## src/rtl/data_mem_responder_if.sv

```systemverilog
// Request/response bundle between the MEM stage (master) and the data-memory
// responder (slave). A request is taken on a valid/ready handshake; the
// responder answers with a one-cycle resp_valid pulse and drives stall while
// the access is outstanding.
interface data_mem_responder_if;
   logic        req_valid;
   logic        req_we;
   logic [15:0] req_addr;
   logic [15:0] req_wdata;
   logic        req_ready;
   logic        resp_valid;
   logic [15:0] resp_rdata;
   logic        stall;

   modport master (
      output req_valid,
      output req_we,
      output req_addr,
      output req_wdata,
      input  req_ready,
      input  resp_valid,
      input  resp_rdata,
      input  stall
   );

   modport slave (
      input  req_valid,
      input  req_we,
      input  req_addr,
      input  req_wdata,
      output req_ready,
      output resp_valid,
      output resp_rdata,
      output stall
   );
endinterface

```

## src/rtl/data_mem_responder.sv

```systemverilog
// Multi-cycle data-memory responder. Accepts one load/store at a time, waits a
// fixed LATENCY (1..15) cycles, then pulses resp_valid with the read data (or
// zero for a store). The word array is deliberately not reset so its contents
// survive rst_n; a reset in the middle of an access simply drops that access.
module data_mem_responder #(
   parameter int ADDR_W  = 8,
   parameter int LATENCY = 3
) (
   input logic                 clk,
   input logic                 rst_n,
   data_mem_responder_if.slave bus
);

   typedef enum logic [1:0] {
      IDLE = 2'd0,
      BUSY = 2'd1,
      RESP = 2'd2
   } state_t;

   localparam int         DEPTH    = 1 << ADDR_W;
   localparam logic [3:0] CNT_LOAD = 4'(LATENCY - 1);

   state_t              state;
   logic [3:0]          cnt;
   logic                lat_we;
   logic [ADDR_W-1:0]   lat_addr;
   logic [15:0]         lat_wdata;
   logic                resp_valid_q;
   logic [15:0]         resp_rdata_q;
   logic [15:0]         mem [DEPTH];

   logic                commit;
   logic                acc_we;
   logic [ADDR_W-1:0]   acc_addr;
   logic [15:0]         acc_wdata;

   // Upper address bits alias onto the same word and are intentionally dropped.
   logic                unused_addr_hi;
   assign unused_addr_hi = ^bus.req_addr[15:ADDR_W];

   // Pick the access fields (live request when finishing straight from IDLE,
   // latched copy otherwise) and flag the edge that completes the access.
   always_comb begin
      commit    = 1'b0;
      acc_we    = lat_we;
      acc_addr  = lat_addr;
      acc_wdata = lat_wdata;
      if (state == IDLE) begin
         acc_we    = bus.req_we;
         acc_addr  = bus.req_addr[ADDR_W-1:0];
         acc_wdata = bus.req_wdata;
         commit    = bus.req_valid && (LATENCY == 1);
      end else if (state == BUSY) begin
         commit = (cnt == 4'd1);
      end
   end

   // Control FSM: latch the request on accept, count down the latency, and
   // register the response pulse and read data on the completing edge.
   always_ff @(posedge clk or negedge rst_n) begin
      if (!rst_n) begin
         state        <= IDLE;
         cnt          <= 4'd0;
         lat_we       <= 1'b0;
         lat_addr     <= '0;
         lat_wdata    <= 16'h0000;
         resp_valid_q <= 1'b0;
         resp_rdata_q <= 16'h0000;
      end else begin
         resp_valid_q <= 1'b0;
         case (state)
            IDLE: begin
               if (bus.req_valid) begin
                  lat_we    <= bus.req_we;
                  lat_addr  <= bus.req_addr[ADDR_W-1:0];
                  lat_wdata <= bus.req_wdata;
                  if (LATENCY == 1) begin
                     state <= RESP;
                  end else begin
                     cnt   <= CNT_LOAD;
                     state <= BUSY;
                  end
               end
            end
            BUSY: begin
               cnt <= cnt - 4'd1;
               if (cnt == 4'd1) begin
                  state <= RESP;
               end
            end
            RESP: begin
               state <= IDLE;
            end
            default: begin
               state <= IDLE;
            end
         endcase
         if (commit) begin
            resp_valid_q <= 1'b1;
            resp_rdata_q <= acc_we ? 16'h0000 : mem[acc_addr];
         end
      end
   end

   // Word array write port; a store lands on the same edge its response is
   // produced, and never while reset is asserted so an aborted store is lost.
   always_ff @(posedge clk) begin
      if (rst_n && commit && acc_we) begin
         mem[acc_addr] <= acc_wdata;
      end
   end

   assign bus.req_ready  = (state == IDLE);
   assign bus.stall      = (state == BUSY) || ((state == IDLE) && bus.req_valid);
   assign bus.resp_valid = resp_valid_q;
   assign bus.resp_rdata = resp_rdata_q;

endmodule

```

## src/flat_wrapper.sv

```systemverilog
// flat-port wrapper written by rule: the top's interface ports become plain ports
module data_mem_responder_flat 
#(
   parameter int ADDR_W  = 8,
   parameter int LATENCY = 3
)
  (clk, rst_n, bus_req_valid, bus_req_we, bus_req_addr, bus_req_wdata, bus_req_ready, bus_resp_valid, bus_resp_rdata, bus_stall);
  data_mem_responder_if bus_i ();
  input logic clk;
  input logic rst_n;
  input wire logic [$bits(bus_i.req_valid)-1:0] bus_req_valid;
  input wire logic [$bits(bus_i.req_we)-1:0] bus_req_we;
  input wire logic [$bits(bus_i.req_addr)-1:0] bus_req_addr;
  input wire logic [$bits(bus_i.req_wdata)-1:0] bus_req_wdata;
  output wire logic [$bits(bus_i.req_ready)-1:0] bus_req_ready;
  output wire logic [$bits(bus_i.resp_valid)-1:0] bus_resp_valid;
  output wire logic [$bits(bus_i.resp_rdata)-1:0] bus_resp_rdata;
  output wire logic [$bits(bus_i.stall)-1:0] bus_stall;
  assign bus_i.req_valid = bus_req_valid;
  assign bus_i.req_we = bus_req_we;
  assign bus_i.req_addr = bus_req_addr;
  assign bus_i.req_wdata = bus_req_wdata;
  assign bus_req_ready = bus_i.req_ready;
  assign bus_resp_valid = bus_i.resp_valid;
  assign bus_resp_rdata = bus_i.resp_rdata;
  assign bus_stall = bus_i.stall;
  data_mem_responder #(.ADDR_W(ADDR_W), .LATENCY(LATENCY)) u_core (.clk(clk), .rst_n(rst_n), .bus(bus_i));
endmodule
```

## config.mk

```make
export PLATFORM = sky130hd
export DESIGN_NAME = data_mem_responder_flat
export DESIGN_NICKNAME = d
export VERILOG_FILES = /design/src/rtl/data_mem_responder_if.sv /design/src/rtl/data_mem_responder.sv /design/src/flat_wrapper.sv
export SDC_FILE = /design/constraint.sdc
export NUM_CORES = 2
export LEC_CHECK = 0
export ABC_CLOCK_PERIOD_IN_PS = 9900
export BUFFER_PORTS_ARGS = -buffer_cell sky130_fd_sc_hd__buf_2
export CAP_MARGIN = 10
export CORE_MARGIN = 2
export CORE_UTILIZATION = 50
export CTS_BUF_LIST = sky130_fd_sc_hd__clkbuf_8
export CTS_CLUSTER_SIZE = 25
export DETAILED_ROUTE_END_ITERATION = 12
export PLACE_DENSITY = 0.65
export SYNTH_ARGS = -nofsm -noshare
export SYNTH_HDL_FRONTEND = slang
export SYNTH_SLANG_ARGS = --single-unit
```

## constraint.sdc

```tcl
create_clock -name clk -period 9.9 [get_ports clk]
set_input_delay 0.495 -clock clk [delete_from_list [all_inputs] [get_ports clk]]
set_output_delay 0.495 -clock clk [all_outputs]
set_load 0.01 [all_outputs]
```

After elaboration in Yosys (flattened, before gate mapping)

Memory sizes are Yosys's and may differ from the RTL's.
Cells that the tools add are included.

Add/sub/neg operators: 1
Shift-type cells: 0
$lt $le $gt $ge: 0
Equal/unequal tests: 4
Reduce and logical (&&, ||, !) cells: 9
Divide/modulo/power cells: 0
$mul: 0
Muxes and demuxes: 14
Bitwise logic cells: 0

Operators with widths:

| operator                                             | count |
|---|---|
| 2-to-1 mux 16 bit                                    | 2 |
| 2-to-1 mux 8 bit                                     | 1 |
| one-hot mux 4 bit (2 select lines)                   | 1 |
| 2-to-1 mux 1 bit                                     | 6 |
| AND reduction 2 bit                                  | 3 |
| equality test 4 x 1 -> 1 bit (second input constant) | 1 |
| 2-to-1 mux 2 bit                                     | 2 |
| 2-to-1 mux 4 bit                                     | 1 |
| inequality test 2 bit (second input constant)        | 2 |
| one-hot mux 2 bit (2 select lines)                   | 1 |
| subtractor 4 x 1 -> 4 bit (second input constant)    | 1 |
| logical AND 1 bit                                    | 3 |
| equality test 2 x 1 -> 1 bit (second input constant) | 1 |
| zero test 2 bit                                      | 1 |
| nonzero test 2 bit                                   | 1 |
| logical OR 1 bit                                     | 1 |

Flip-flop bits (word level): 48
Latch bits: 0
Input bits: 36
Memory bits (writable): 4096
Memories: 1
ROM bits: 0

Memory list:

| memory     | depth | width | rd ports | clocked after memory_dff | write ports | RTL line                 | RTL |
|---|---|---|---|---|---|---|---|
| u_core.mem | 256   | 16    | 1        | 0                        | 1           | data_mem_responder.sv:30 | `logic [15:0] mem [DEPTH];` |

Longest topological paths before layout

Word-level depth: 7
Gate-level depth with buffers: 14

Worst setup path before layout

OpenSTA, ideal clock, no wires.

Kind: register to register
Start: register u_core.state[0]
End: memory u_core.mem[0][0], data pin
Buffers on the path: 5
Data arrival time: 4.880 ns
Stages on the path, launching flop included: 10
Library setup time: 0.822 ns
Slack: 4.198 ns
Period minus slack after synthesis: 5.702 ns
Cells stage by stage: dfrtp_1 > or2_4 > inv_2 > buf_6 > buf_6 > buf_6 > clkbuf_1 > buf_1 > nand2_1 > nand2_1

Cells in the longest elaborated chain, start to end: 2

RTL lines:

| what                     | RTL line                 | RTL |
|---|---|---|
| start: declaration       | data_mem_responder.sv:23 | `state_t state;` |
| start signal: assignment | data_mem_responder.sv:62 | `state <= IDLE;` |
| start signal: assignment | data_mem_responder.sv:78 | `state <= RESP;` |
| start signal: assignment | data_mem_responder.sv:81 | `state <= BUSY;` |
| zero test 2 bit          | -                        |  |
| net bus_req_ready        | flat_wrapper.sv:15       | `output wire logic [$bits(bus_i.req_ready)-1:0] bus_req_ready;` |
| 2-to-1 mux 16 bit        | data_mem_responder.sv:48 | `if (state == IDLE) begin` |
| net u_core.acc_wdata[0]  | data_mem_responder.sv:35 | `logic [15:0] acc_wdata;` |
| end: declaration         | data_mem_responder.sv:30 |  |

The timed path passes the listed nets, and every way through them passes these cells.

Worst setup path after layout

Start: register u_core.state[0]
End: register u_core.resp_rdata_q[5], in the netlist u_core.bus.resp_rdata[5]

Cells in the longest elaborated chain, start to end: 4

RTL lines:

| what                   | RTL line                  | RTL |
|---|---|---|
| zero test 2 bit        | data_mem_responder.sv:48  |  |
| 2-to-1 mux 8 bit       | data_mem_responder.sv:48  |  |
| memory (256 x 16 bit)  | -                         |  |
| 2-to-1 mux 16 bit      | data_mem_responder.sv:100 | `resp_rdata_q <= acc_we ? 16'h0000 : mem[acc_addr];` |
| end signal: assignment | data_mem_responder.sv:100 |  |
| end: declaration       | data_mem_responder.sv:29  | `logic [15:0] resp_rdata_q;` |

Several ways; a longest one is shown, not always the timed one.
A chain may end at the register's enable or synchronous reset.

==> flow_summary_export.csv <==
group,metric,value,unit
outcome,status,"finished clean",
cts,cts_root_buf,"clkbuf_8",
global_routing,antenna_found_initial,15,
hold_path,hold_class,"in -> reg",
hold_path,hold_depth,5,
worst_setup_path,crit_fanout,61,
yosys,synth_seq_cells,4144,
cts,cts_buffers,639,
cells_and_area,final_cells,13700,
worst_setup_path,reg2reg_to,"u_core.bus.resp_rdata[5]",
yosys,seq_area_frac_synth,82.3,%
global_routing,grt_max_degree,209,
cts,path_clk_slew,0.06,ns
cells_and_area,multiInputGateArea,23700,um^2
detailed_routing,via_per_inst,6.58,
yosys,syn_area_per_cell,17.3,um^2
cells_and_area,seq_area,124000,um^2
cts,cts.sinks,4144,
cts,clock_latency,1.23,ns
cells_and_area,nets,9327,
worst_setup_path,cp_data_arrival_time,7.45,ns
die,dieArea,306000,um^2
power_and_ir_drop,peakVddDrop,351,uV
timing,fin_skew,0.0883,ns
detailed_routing,vias,90300,
yosys,synthMostInstantiatedCell,"edfxtp_1",
power_and_ir_drop,leakagePower,52.0,nW
worst_setup_path,crit_type,"reg -> reg",
timing,period_share,63.8,%
timing,rsz0062_at_grt,"false",
timing,slew_viol_final,0,
die,start_util,50.3,%
cts,post-cts-setup-buffer-count,0,
timing,relSlewSlack,10.2,%
detailed_routing,antenna_left,0,
global_routing,overflow,0,
timing,period_minus_slack,6.32,ns
global_routing,grt_pass1_vias,87300,
worst_setup_path,crit_family,"compound AO/OA/AOI/OAI gates",
die,die_w,554,um
global_routing,grt_pass1_wl,612000,um
worst_setup_path,required,11.03,ns
flow_run,max_cap_viol_count,0,
worst_setup_path,ff2ff_path_depth,12,
die,fp-row-count,201,
placed_design,gp_congestion,0.844,
worst_setup_path,crit_path_start_kind,"flop",
worst_setup_path,slowest_stage,"nor4_1",
die,dieHeight,554,um
yosys,syn_inst,8741,
worst_setup_path,cp-end-kind,"flop",
timing,setup_violations,0,
yosys,syn-cell-area,151000,um^2
cells_and_area,syn2layout_area_growth,12.0,%
worst_setup_path,critPathBufInv,4,
placed_design,place_inst,12500,
die,core_area,300000,um^2
yosys,synthTopCellsByCount,"edfxtp_1 (4096), o22ai_1 (1939), o21ai_0 (963), buf_2 (325), nor2_1 (261)",
placed_design,hpwl,232000,um
hold_path,hp-start,"bus_req_valid",
yosys,yosys.area.top_type,"edfxtp_1",
hold_path,whs_endpoint,"u_core.state[0]",
timing,setup_tns,0,ns
cts,cts_max_level,6,
yosys,synthesis.nets,8779,
placed_design,postPlaceCellArea,157000,um^2
detailed_routing,drt_wl_total,431000,um
yosys,synth-edff-count,4096,
yosys,synth_top_area_share,81.5,%
cells_and_area,final_area,169000,um^2
timing,tightest_slew,1.35,ns
worst_setup_path,max_stage_delay,0.95,ns
yosys,synthFlopType,"edfxtp_1",
cells_and_area,drive_gt1_share,13.8,%
detailed_routing,wl_per_cell,31.4,um
power_and_ir_drop,powerDensity,309,nW/um^2
cells_and_area,fillers,22600,
worst_setup_path,ff2ff_setup_slack,3.58,ns
timing,holdWs,0.376,ns
worst_setup_path,crit_chain,"or2_4 > inv_2 > buf_4 > o31a_2 > buf_12 > buf_4 > o22ai_1 > o21ai_0 > a41oi_1 > nor4_1 > o22ai_1 > o31ai_1",
yosys,yosys-top-cells-area,"edfxtp_1 (81%), o22ai_1 (8.0%), o21ai_0 (3.2%), a41oi_1 (1.4%), buf_2 (1.1%)",
yosys,yosysUniqueCellTypes,51,
detailed_routing,drt_iter0_drc,14100,
yosys,ys_warn_count,0,
timing,fmax,158,MHz
placed_design,port_buffers,46,
detailed_routing,drc,0,
cts,cts_tree,"done",
die,ios,55,
cts,cts_buffer_depth,4,
worst_setup_path,worst_r2r_startpoint,"u_core.state[0]",
global_routing,gr-usage-all-layers,27.3,%
detailed_routing,first_pass_iters,8,
timing,finalHoldViolations,0,
yosys,async_flop_share,1.16,%
==> through the flow <==
| step | total power, mW | utilization, % | worst slack (ns) |
|---|---|---|---|
| global placement | 38.6 | 52.3 | 3.70 |
| global route | 53.8 | 56.4 | 3.44 |
| detailed placement | 39.0 | 52.3 | 3.68 |
| floorplan | 33.1 | - | 4.20 |
| finish | 52.2 | 56.4 | 3.58 |
| CTS | 52.0 | 56.3 | 3.64 |
==> kinds of logic after synthesis <==
logic type	Yosys count	share of synthesized area, %
DFF	4144	82.3
muxes	1	0.00663
adders and majority gates	2	0.0166
AOI/OAI and AO/OA	3417	13.9
buffers and inverters	650	2.30
xor gates and xnor gates	1	0.00580
and+or+nand+nor	526	1.49
==> power breakdown <==
group          internal, mW  switching [mW]  leakage (nW)
Sequential             22.8           0.176          37.7
Combinational          3.60            12.5          7.66
Clock                  6.50            6.59          6.68
Total                  32.9            19.3          52.0
==> how the worst max path moves through the flow <==
stage	from	slack, ns	cells after the start	end
detailed placement	u_core.state[0]	3.68	11	u_core.bus.resp_rdata[4]
CTS	u_core.state[0]	3.64	11	u_core.bus.resp_rdata[4]
floorplan	u_core.state[0]	4.20	9	u_core.mem[0][0]
global placement	u_core.state[0]	3.70	12	u_core.bus.resp_rdata[5]
finish	u_core.state[0]	3.58	12	u_core.bus.resp_rdata[5]
global route	u_core.state[0]	3.44	12	u_core.bus.resp_rdata[0]
==> timing repair <==
action	4_1_cts	5_1_grt
hold endpoints to repair	97	0
hold buffers	59	0
resized for setup	0	0
==> final cells by class <==
class,instances,area share [%]
flip-flops and latches,4144,73.4
clock buffers,657,5.35
diodes,7,0.0104
multi-input cells,3947,14.0
well taps,3958,2.93
inverters,10,0.0222
repair buffers,547,2.78
clock inverters,457,1.49
==> placed cells by master, fill, tap and decap left out, types with 15 or more instances in the layout <==
cell type / synthesis / routed
buf_2: 325 / 45
buf_4: 63 / 400
a41oi_1: 240 / 240
nand2_1: 161 / 129
nor2_1: 261 / 240
clkbuf_8: 0 / 658
o21ai_1: 18 / 15
clkinv_2: 0 / 36
edfxtp_1: 4096 / 4096
buf_12: 1 / 40
o21ai_0: 963 / 963
o41ai_1: 20 / 19
a21oi_1: 68 / 68
dfrtp_1: 48 / 48
nor2_2: 3 / 24
nand2_4: 0 / 16
nor4_1: 48 / 43
clkinv_1: 0 / 147
nand2_2: 0 / 16
inv_8: 0 / 17
o22ai_1: 1939 / 1939
inv_1: 9 / 221
dlygate4sd3_1: 0 / 58
a22oi_1: 128 / 128
==> worst register-to-register path, cell delays in order (launching register included) <==
cell and delay [ns]:
dfrtp_1 0.43, or2_4 0.40, inv_2 0.37, buf_4 0.58, o31a_2 0.59, buf_12 0.35, buf_4 0.73, o22ai_1 0.22
o21ai_0 0.56, a41oi_1 0.34, nor4_1 0.95, o22ai_1 0.42, o31ai_1 0.30
==> flip-flops by register name, summed over array words and instances (netlist names) <==
register / count
u_core.lat_we: 1
u_core.lat_wdata: 16
u_core.bus.resp_valid: 1
u_core.state: 2
u_core.lat_addr: 8
u_core.bus.resp_rdata: 16
u_core.cnt: 4
u_core.mem: 4096
==> metal layers <==
metal / part of all wire, % / global-route usage, % / routed length (um) / vias up
met5: 0.0079 / 0 / 34 / -
met4: 4.8 / 12.6 / 20600 / 4
met3: 11 / 5.41 / 48200 / 850
met2: 46 / 42.2 / 200000 / 5992
met1: 38 / 37.6 / 163000 / 45700
li1: - / - / - / 37800
(Power assumes the default switching activity.)
